[src/rtl/round_ctrl_n.sv]
// N-player round/score controller: latches per-frame bullet/tank hits from pixel overlaps,
// commits them at frame boundaries into saturating scores and sequences the match states.
module round_ctrl_n #(
  parameter int NUM_PLAYERS    = 2,
  parameter int SCORE_BITS     = 6,
  parameter int WIN_SCORE      = 5,
  parameter int RESPAWN_FRAMES = 60,
  localparam int WIN_W = (NUM_PLAYERS > 1) ? $clog2(NUM_PLAYERS) : 1
) (
  input  logic                              clk_i,
  input  logic                              reset_ni,
  input  logic                              frame_start_i,
  input  logic                              display_enable_i,
  input  logic                              start_i,
  input  logic [NUM_PLAYERS-1:0]            bullet_en_i,
  input  logic [NUM_PLAYERS-1:0]            tank_en_i,
  output logic [NUM_PLAYERS-1:0]            bullet_explode_o,
  output logic [NUM_PLAYERS-1:0]            player_die_o,
  output logic [NUM_PLAYERS*SCORE_BITS-1:0] score_o,
  output logic                              is_menu_o,
  output logic                              is_playing_o,
  output logic                              is_round_over_o,
  output logic                              is_final_o,
  output logic                              round_reset_o,
  output logic [WIN_W-1:0]                  winner_o,
  output logic                              draw_o
);
  localparam int CNT_W = (RESPAWN_FRAMES > 1) ? $clog2(RESPAWN_FRAMES) : 1;
  localparam int SUM_W = SCORE_BITS + 4;
  localparam logic [SUM_W-1:0]      SCORE_MAX = SUM_W'((1 << SCORE_BITS) - 1);
  localparam logic [SCORE_BITS-1:0] WIN_TH    = SCORE_BITS'(WIN_SCORE);
  localparam logic [CNT_W-1:0]      CNT_LAST  = CNT_W'(RESPAWN_FRAMES - 1);

  typedef enum logic [1:0] {S_MENU, S_PLAYING, S_ROUND_OVER, S_FINAL} state_e;

  state_e                                   state_q, state_d;
  logic [NUM_PLAYERS-1:0][NUM_PLAYERS-1:0]  hit_q, hit_d;  // [shooter][victim]
  logic [NUM_PLAYERS-1:0][SCORE_BITS-1:0]   score_q, score_d;
  logic [CNT_W-1:0]                         frame_cnt_q, frame_cnt_d;
  logic                                     start_prev_q, start_rise_q;
  logic [NUM_PLAYERS-1:0]                   explode_q, explode_d, die_q, die_d;
  logic                                     round_reset_q, round_reset_d;
  logic [WIN_W-1:0]                         winner_q, winner_d;
  logic                                     draw_q, draw_d;

  logic [NUM_PLAYERS-1:0][NUM_PLAYERS-1:0]  overlap;
  logic [NUM_PLAYERS-1:0]                   victims;
  logic [NUM_PLAYERS-1:0][SUM_W-1:0]        kills;
  logic [NUM_PLAYERS-1:0][SCORE_BITS-1:0]   new_score;
  logic [SUM_W-1:0]                         sum;
  logic [3:0]                               qual_cnt;
  logic [WIN_W-1:0]                         win_idx;

  always_comb begin
    overlap = '0;
    for (int i = 0; i < NUM_PLAYERS; i++) begin
      for (int j = 0; j < NUM_PLAYERS; j++) begin
        if (i != j) overlap[i][j] = bullet_en_i[i] & tank_en_i[j] & display_enable_i;
      end
    end
  end

  // Each victim credits only its lowest-index shooter; a shooter gains one point per victim.
  always_comb begin
    victims  = '0;
    kills    = '0;
    sum      = '0;
    qual_cnt = '0;
    win_idx  = '0;
    new_score = score_q;
    for (int j = 0; j < NUM_PLAYERS; j++) begin
      for (int i = 0; i < NUM_PLAYERS; i++) begin
        if (hit_q[i][j] && !victims[j]) begin
          victims[j] = 1'b1;
          kills[i]   = kills[i] + SUM_W'(1);
        end
      end
    end
    for (int i = NUM_PLAYERS - 1; i >= 0; i--) begin
      sum = SUM_W'(score_q[i]) + kills[i];
      new_score[i] = (sum > SCORE_MAX) ? SCORE_MAX[SCORE_BITS-1:0] : sum[SCORE_BITS-1:0];
      if (new_score[i] >= WIN_TH) begin
        qual_cnt = qual_cnt + 4'd1;
        win_idx  = WIN_W'(i);
      end
    end
  end

  always_comb begin
    state_d       = state_q;
    hit_d         = hit_q;
    score_d       = score_q;
    frame_cnt_d   = frame_cnt_q;
    explode_d     = '0;
    die_d         = '0;
    round_reset_d = 1'b0;
    winner_d      = winner_q;
    draw_d        = draw_q;
    case (state_q)
      S_MENU: begin
        if (start_rise_q) begin
          state_d       = S_PLAYING;
          score_d       = '0;
          hit_d         = '0;
          round_reset_d = 1'b1;
        end
      end
      S_PLAYING: begin
        if (frame_start_i) begin
          die_d   = victims;
          score_d = new_score;
          hit_d   = '0;
          if (|victims) begin
            if (qual_cnt != 4'd0) begin
              state_d  = S_FINAL;
              winner_d = win_idx;
              draw_d   = (qual_cnt > 4'd1);
            end else begin
              state_d     = S_ROUND_OVER;
              frame_cnt_d = '0;
            end
          end
        end
        // An overlap in the commit cycle opens the new frame (hit_d is already cleared).
        if (state_d == S_PLAYING) begin
          for (int i = 0; i < NUM_PLAYERS; i++) begin
            explode_d[i] = (|overlap[i]) & ~(|hit_d[i]);
          end
          hit_d = hit_d | overlap;
        end
      end
      S_ROUND_OVER: begin
        if (frame_start_i) begin
          if (frame_cnt_q == CNT_LAST) begin
            state_d       = S_PLAYING;
            frame_cnt_d   = '0;
            round_reset_d = 1'b1;
          end else begin
            frame_cnt_d = frame_cnt_q + CNT_W'(1);
          end
        end
      end
      S_FINAL: begin
        if (start_rise_q) begin
          state_d  = S_MENU;
          winner_d = '0;
          draw_d   = 1'b0;
        end
      end
      default: state_d = S_MENU;
    endcase
  end

  always_ff @(posedge clk_i or negedge reset_ni) begin
    if (!reset_ni) begin
      state_q       <= S_MENU;
      hit_q         <= '0;
      score_q       <= '0;
      frame_cnt_q   <= '0;
      start_prev_q  <= 1'b0;
      start_rise_q  <= 1'b0;
      explode_q     <= '0;
      die_q         <= '0;
      round_reset_q <= 1'b0;
      winner_q      <= '0;
      draw_q        <= 1'b0;
    end else begin
      state_q       <= state_d;
      hit_q         <= hit_d;
      score_q       <= score_d;
      frame_cnt_q   <= frame_cnt_d;
      start_prev_q  <= start_i;
      start_rise_q  <= start_i & ~start_prev_q;
      explode_q     <= explode_d;
      die_q         <= die_d;
      round_reset_q <= round_reset_d;
      winner_q      <= winner_d;
      draw_q        <= draw_d;
    end
  end

  // Pulse outputs are registered and high for exactly one clock; state flags decode state_q.
  assign bullet_explode_o = explode_q;
  assign player_die_o     = die_q;
  assign score_o          = score_q;
  assign round_reset_o    = round_reset_q;
  assign winner_o         = winner_q;
  assign draw_o           = draw_q;
  assign is_menu_o        = (state_q == S_MENU);
  assign is_playing_o     = (state_q == S_PLAYING);
  assign is_round_over_o  = (state_q == S_ROUND_OVER);
  assign is_final_o       = (state_q == S_FINAL);

endmodule

[config.mk]
export PLATFORM = sky130hd
export DESIGN_NAME = round_ctrl_n
export DESIGN_NICKNAME = d
export VERILOG_FILES = /design/src/rtl/round_ctrl_n.sv
export SDC_FILE = /design/constraint.sdc
export NUM_CORES = 1
export LEC_CHECK = 0
export BUFFER_PORTS_ARGS = -buffer_cell sky130_fd_sc_hd__buf_2
export CORE_ASPECT_RATIO = 1.2
export CORE_UTILIZATION = 57
export CTS_BUF_LIST = sky130_fd_sc_hd__clkbuf_8
export CTS_CLUSTER_SIZE = 16
export DETAILED_ROUTE_END_ITERATION = 8
export PLACE_DENSITY = 0.82
export SYNTH_ARGS = -nofsm -noshare
export SYNTH_HDL_FRONTEND = slang
export SYNTH_SLANG_ARGS = --single-unit
[constraint.sdc]
create_clock -name clk_i -period 7.7 [get_ports clk_i]
set_clock_uncertainty 0.1 [all_clocks]
set_input_delay 0.385 -clock clk_i [delete_from_list [all_inputs] [get_ports clk_i]]
set_output_delay 0.385 -clock clk_i [all_outputs]
set_load 0.02 [all_outputs]
# Word level (Yosys, flattened, before mapping)
# Index checks and enable logic that the tools add are counted.
[totals]
out_inout_bits = 23
wordCells = 119
in_bits = 9
ff_bits = 33
[classes]
n_eq_ne = 13
bitwise = 11
order_cmp = 5
n_reduce_logical = 17
addsub = 6
n_mux = 54
[op_table]
columns = ["op", "n"]
rows = [
  ["6-bit two-way mux", 7],
  ["12-bit two-way mux", 2],
  ["2-bit two-way mux", 12],
  ["12-bit case mux with 2 select lines", 1],
  ["6-bit by 10-bit adder with 10-bit output", 2],
  ["10-bit by 6-bit greater-than comparator with 1-bit output (second input constant)", 2],
  ["1-bit two-way mux", 20],
  ["4-bit two-way mux", 5],
  ["6-bit by 3-bit greater-or-equal comparator with 1-bit output (second input constant)", 2],
  ["6-bit case mux with 2 select lines", 1],
  ["10-bit by 1-bit adder with 10-bit output (second input constant)", 1],
  ["10-bit two-way mux", 1],
  ["2-bit by 1-bit inequality test with 1-bit output (second input constant)", 5],
  ["5-bit AND reduction", 2],
  ["2-bit case mux with 4 select lines", 1],
  ["4-bit case mux with 2 select lines", 1],
  ["1-bit bitwise AND", 7],
  ["6-bit by 1-bit adder with 6-bit output (second input constant)", 1],
  ["6-bit == test (second input constant)", 1],
  ["2-bit inequality test (second input constant)", 3],
  ["1-bit case mux with 2 select lines", 3],
  ["2-bit nonzero test", 3],
  ["2-bit OR reduction", 3],
  ["4-bit by 1-bit adder with 4-bit output (second input constant)", 1],
  ["other kinds (13)", 19],
]

# Depth between registers and ports, before layout
[depth]
ltp_word = 21
mapped_depth = 11
depth_no_buf = 10

# Worst setup path after synthesis
# OpenSTA, ideal clock, no wires.
[synth_path]
path_kind = "reg-to-reg"
startpoint = "register hit_q[2] in the netlist's numbering"
endpoint = "register frame_cnt_q[0]"
synth_period_minus_slack_ns = 2.625
path_stages_with_launch = 12
setup_ns = 0.136
arrival_time_ns = 2.389
required_time_ns = 7.464
path_buffers = 1
setup_slack_ns = 5.075
cell_sequence = "dfrtp_1 -> nor2b_1 -> ha_1 -> ha_1 -> inv_1 -> fa_1 -> and3b_1 -> buf_6 -> xnor2_1 -> nand4_1 -> o311ai_1 -> o21ai_0"
[synth_between]
elab_chain_len = 14
word_cells_on_any_way = 17
cone_classes = "add/sub (3); order compare (2); eq/ne (2); mux (6); reduce/logical (4)"
[synth_rtl]
columns = ["item", "line", "text"]
rows = [
  ["start: declaration", "37", "logic [NUM_PLAYERS-1:0][NUM_PLAYERS-1:0] hit_q, hit_d;"],
  ["start signal: assignment", "169", "hit_q <= hit_d;"],
  ["1-bit logical AND *", "73", "if (hit_q[i][j] && !victims[j]) begin"],
  ["1-bit two-way mux", "73", ""],
  ["10-bit by 1-bit adder with 10-bit output", "75", "kills[i] = kills[i] + SUM_W'(1);"],
  ["10-bit two-way mux", "73", ""],
  ["6-bit by 10-bit adder with 10-bit output", "80", "sum = SUM_W'(score_q[i]) + kills[i];"],
  ["10-bit by 6-bit greater-than comparator with 1-bit output", "81", "new_score[i] = (sum > SCORE_MAX) ? SCORE_MAX[SCORE_BITS-1:0] : sum[SCORE_BITS-1:0];"],
  ["6-bit two-way mux", "81", ""],
  ["6-bit by 3-bit greater-or-equal comparator with 1-bit output", "82", "if (new_score[i] >= WIN_TH) begin"],
  ["1-bit two-way mux", "82", ""],
  ["4-bit by 1-bit adder with 4-bit output", "83", "qual_cnt = qual_cnt + 4'd1;"],
  ["4-bit two-way mux", "82", ""],
  ["4-bit nonzero test", "114", "if (qual_cnt != 4'd0) begin"],
  ["2-bit inequality test (no source line)", "n/a", ""],
  ["5-bit AND reduction (no source line) *", "n/a", ""],
  ["end signal: assignment", "171", "frame_cnt_q <= frame_cnt_d;"],
  ["end: declaration", "39", "logic [CNT_W-1:0] frame_cnt_q, frame_cnt_d;"],
]
# Every way passes the cells marked *; elsewhere a longest branch is shown, timed or not.
# A chain may end at the register's enable or synchronous reset.

# Worst setup path after layout
[layout_path]
startpoint = "register hit_q[2] in the netlist's numbering"
endpoint = "register frame_cnt_q[2]"
# The elaborated chain is that of the path after synthesis.

==> impl_summary.log <==
INFO  metric synth_xor_xnor_area_share = 1.401%
INFO  metric post_syn_instances = 212
INFO  metric top_level_pins = 32
INFO  metric crit_path_end_kind = flip-flop
INFO  metric overall_via_count_from_detail_route = around 1700
INFO  metric cts_root_buffer = clkbuf_8
INFO  metric htree_levels = 2
INFO  metric power_per_cell_area = around 290 mW/mm^2
INFO  metric grt_pass1_vias = ~1500
INFO  metric gr-usage-all-layers = between 20% and 30%
INFO  metric std_cell_rows = 22
INFO  metric post_route_cells_drive_above_1_share = 17.08%
INFO  metric synth_flop_type = dfrtp_1
INFO  metric avgViaCountPerCell = approximately 6
INFO  metric number_of_design_rule_violations_left_after_detail_routing = 0
INFO  metric upper_clock_frequency_limit = 348.2 MHz
INFO  metric wl = 3982 um
INFO  metric drt_pass1_iterations = 4
INFO  metric worst_setup_hold_path_clk_slew = 70 ps
INFO  metric clock-sinks = 33
INFO  metric synth-adder-area-share = 6.805%
INFO  metric ys_top_cells_by_area = dfrtp_1 (44%), nand2_1 (5.8%), o21ai_0 (5.3%)
INFO  metric synth.area.mux_share = 0%
INFO  metric startpoint_types = flip-flop
INFO  metric fp.dieH = 64.84 um
INFO  metric grt_max_degree = 34
INFO  metric grt_pass1_wl = 6851 um
INFO  metric dieArea = 0.003525 sq mm
INFO  metric hpwl = 2931 um
INFO  metric path_class = flip-flop to flip-flop
INFO  metric post_cts_resized = 0
INFO  metric finish.net_count = 258
INFO  metric dominant_combinational_cell_family_by_area_after_synthesis = simple AND/OR/NAND/NOR gates
INFO  metric synth_sequential_area_ratio = about 44%
INFO  metric complex_gate_fraction_of_the_synthesized_area = between 20% and 30%
INFO  metric synth_top_cell_area_share = about 44%
INFO  metric fin_crit_sh = 37.30%
INFO  metric clock_tree.buffer_depth = 2
INFO  metric ir_worst_vdd = 0.1871 mV
INFO  metric timing.setup.tns = 0 ps
INFO  metric ant_nets = 0
INFO  metric post_synth_num_cell_types = 41
INFO  metric fp.coreArea = 0.003110 sq mm
INFO  metric grt_antenna_before_repair = 0
INFO  metric layout.filler_cells = 261
INFO  metric finalWorstPathRequiredPeriod = approximately 2900 ps
INFO  metric syn-num-nets = 230
INFO  metric rsz_0062_raised_after_global_routing = false
INFO  metric synth_top_cell_by_area = dfrtp_1
INFO  metric power.static_leakage = 1.100 nW
INFO  metric grt.overflow.total = 0
INFO  metric status = completed
INFO  metric per_instance_average_area_after_synthesis = 8.847 sq um
INFO  metric cp_data_arrival_time = 2930 ps
INFO  metric post_drt_wl_per_cell = between 10 and 15 um
INFO  metric relSlewSlack = 52.05%
INFO  metric initial_utilization = 60.30%
INFO  metric hold_path.class = primary input to async pin
INFO  metric synth_simple_gate_area_share = 23.02%
INFO  metric synth_area = between 0.0015 and 0.002 sq mm
INFO  metric drv.max_cap_violation_count = 0
INFO  metric synth-seq-cells = 33
INFO  metric layout-area-overhead-vs-synth = 12.27%
INFO  metric required = ~7800 ps
INFO  metric setup_violators_final = 0
INFO  metric die_width = 54.37 um
INFO  metric port-buffer-count = 31
INFO  metric post-cts-setup-buffer-count = 0
INFO  metric cts_tree = yes
INFO  metric first_iter_violations = 63
INFO  metric numCtsBuffers = 5
INFO  metric synth_warnings = 0
INFO  metric ys_async_sr_fraction = 100.0%
INFO  metric finalWeightedCongestion = between 0.8 and 0.9
INFO  metric report.final.slew_viol_count = 0
INFO  metric crit_fanout = 5
INFO  metric clock_insertion_delay_worst_skew = 280 ps
INFO  metric report.final.hold_viol_count = 0
INFO  metric ctsHoldBuffers = 0
INFO  metric tightest_slew = 719.2 ps
INFO  metric post-layout-total-power = just over 600 uW
INFO  metric antenna-diode-count = 0
INFO  metric synth_enable_flop_cells = 0
==> flip-flops by register name (all words and copies together), names as in the netlist <==
register / cells
score_o: 12
frame_cnt_q: 6
bullet_explode_o: 2
start_rise_q: 1
hit_q: 4
winner_o: 1
start_prev_q: 1
player_die_o: 2
round_reset_o: 1
state_q: 2
draw_o: 1
==> through the flow <==
stage | cell area (sq um) | utilization [%] | hold WS, ps | setup slack (ps) | instances
2_1_floorplan | 1876 | - | -10.59 | 5075 | 212
3_3_place_gp | 2019 | 64.92 | 280.3 | 4905 | 269
3_5_place_dp | 2019 | 64.92 | 283.5 | 4842 | 269
4_1_cts | 2106 | 67.70 | 71.54 | 4834 | 276
5_1_grt | 2106 | 67.70 | 115.3 | 4592 | 276
6_report | 2106 | 67.70 | 54.19 | 4828 | 276
==> metal layers <==
layer / vias up / wire (um) / GRT usage [%]
met5: - / 0 / 0
met4: 0 / 31 / 5.769
met3: 4 / 173 / 6.338
met2: 50 / 1991 / 43.29
met1: 795 / 1785 / 36.17
li1: 806 / - / -
==> cell usage in the layout, fill, tap and decap left out, types with 2 or more instances in the layout <==
master    instances
nor3_1            4
a21o_1            7
nand2_1          29
buf_2            31
and3_1            8
fa_1              2
nor2_1           18
o21ai_0          20
a31oi_1           3
clkbuf_8          6
o41ai_1           2
and2_1            3
dfrtp_1          33
nand4_1           3
o21a_1            2
nor2b_1           7
nand3_1           9
ha_1              7
xnor2_1           3
a21oi_1          17
inv_1             8
==> cell usage after synthesis, types with 2 or more instances <==
master / number
a21oi_1: 17
fa_1: 2
nand3_1: 9
buf_2: 2
xnor2_1: 3
dfrtp_1: 33
o21ai_0: 20
and2_1: 3
nor2b_1: 7
and3_1: 8
clkbuf_1: 5
o41ai_1: 2
nand2_1: 29
a21o_1: 7
nor3_1: 4
inv_1: 7
nand4_1: 3
a31oi_1: 3
nor2_1: 18
ha_1: 7
o21a_1: 2
buf_6: 2
==> path summary, 6_finish.rpt <==
path                                        to  slack [ps]          from  cells past startpoint
worst max register to register  frame_cnt_q[2]        4830      hit_q[2]                     10
max in group asynchronous           score_o[9]        6980      reset_ni                      1
worst max-delay path            frame_cnt_q[2]        4830      hit_q[2]                     10
worst min register to register    start_rise_q         290  start_prev_q                      1
worst min-delay path                score_o[7]          50      reset_ni                      1
min in group clk_i                start_prev_q         120       start_i                      1
==> report_power, final <==
| part | internal, mW | switching, mW | total, mW | leakage [nW] |
|---|---|---|---|---|
| sequential | 0.209 | 0.0426 | 0.252 | 0.443 |
| combinational | 0.0865 | 0.148 | 0.235 | 0.609 |
| clock | 0.0695 | 0.0579 | 0.127 | 0.0485 |
==> layout make-up <==
cell class	instances	area [sq um]	share of cell area, %
clock buffer	6	82.58	3.922
sequential	33	825.8	39.22
timing repair buffer	31	155.1	7.368
multi-input combinational	162	967.2	45.93
inverter	7	26.28	1.248
clock inverter	1	3.754	0.1783
tap	36	45.04	2.139
==> critical path: stages (launching register included) <==
cell	delay, ps
dfrtp_1	410
nor2b_1	150
ha_1	280
ha_1	180
inv_1	60
fa_1	430
and3b_1	340
xnor2_1	170
nand4_1	170
nor3_2	320
o21ai_0	140
==> cell families (layout without fill, tap and decap cells) <==
| group | after synthesis | in the layout |
|---|---|---|
| AND/OR/NAND/NOR | 88 | 88 |
| adder cells (fa/ha/maj) | 9 | 9 |
| flip-flops | 33 | 33 |
| buffers and inverters | 17 | 45 |
| XOR/XNOR | 3 | 3 |
| AO/OA/AOI/OAI | 62 | 62 |
Note: power is estimated with default switching activity, not from simulation.
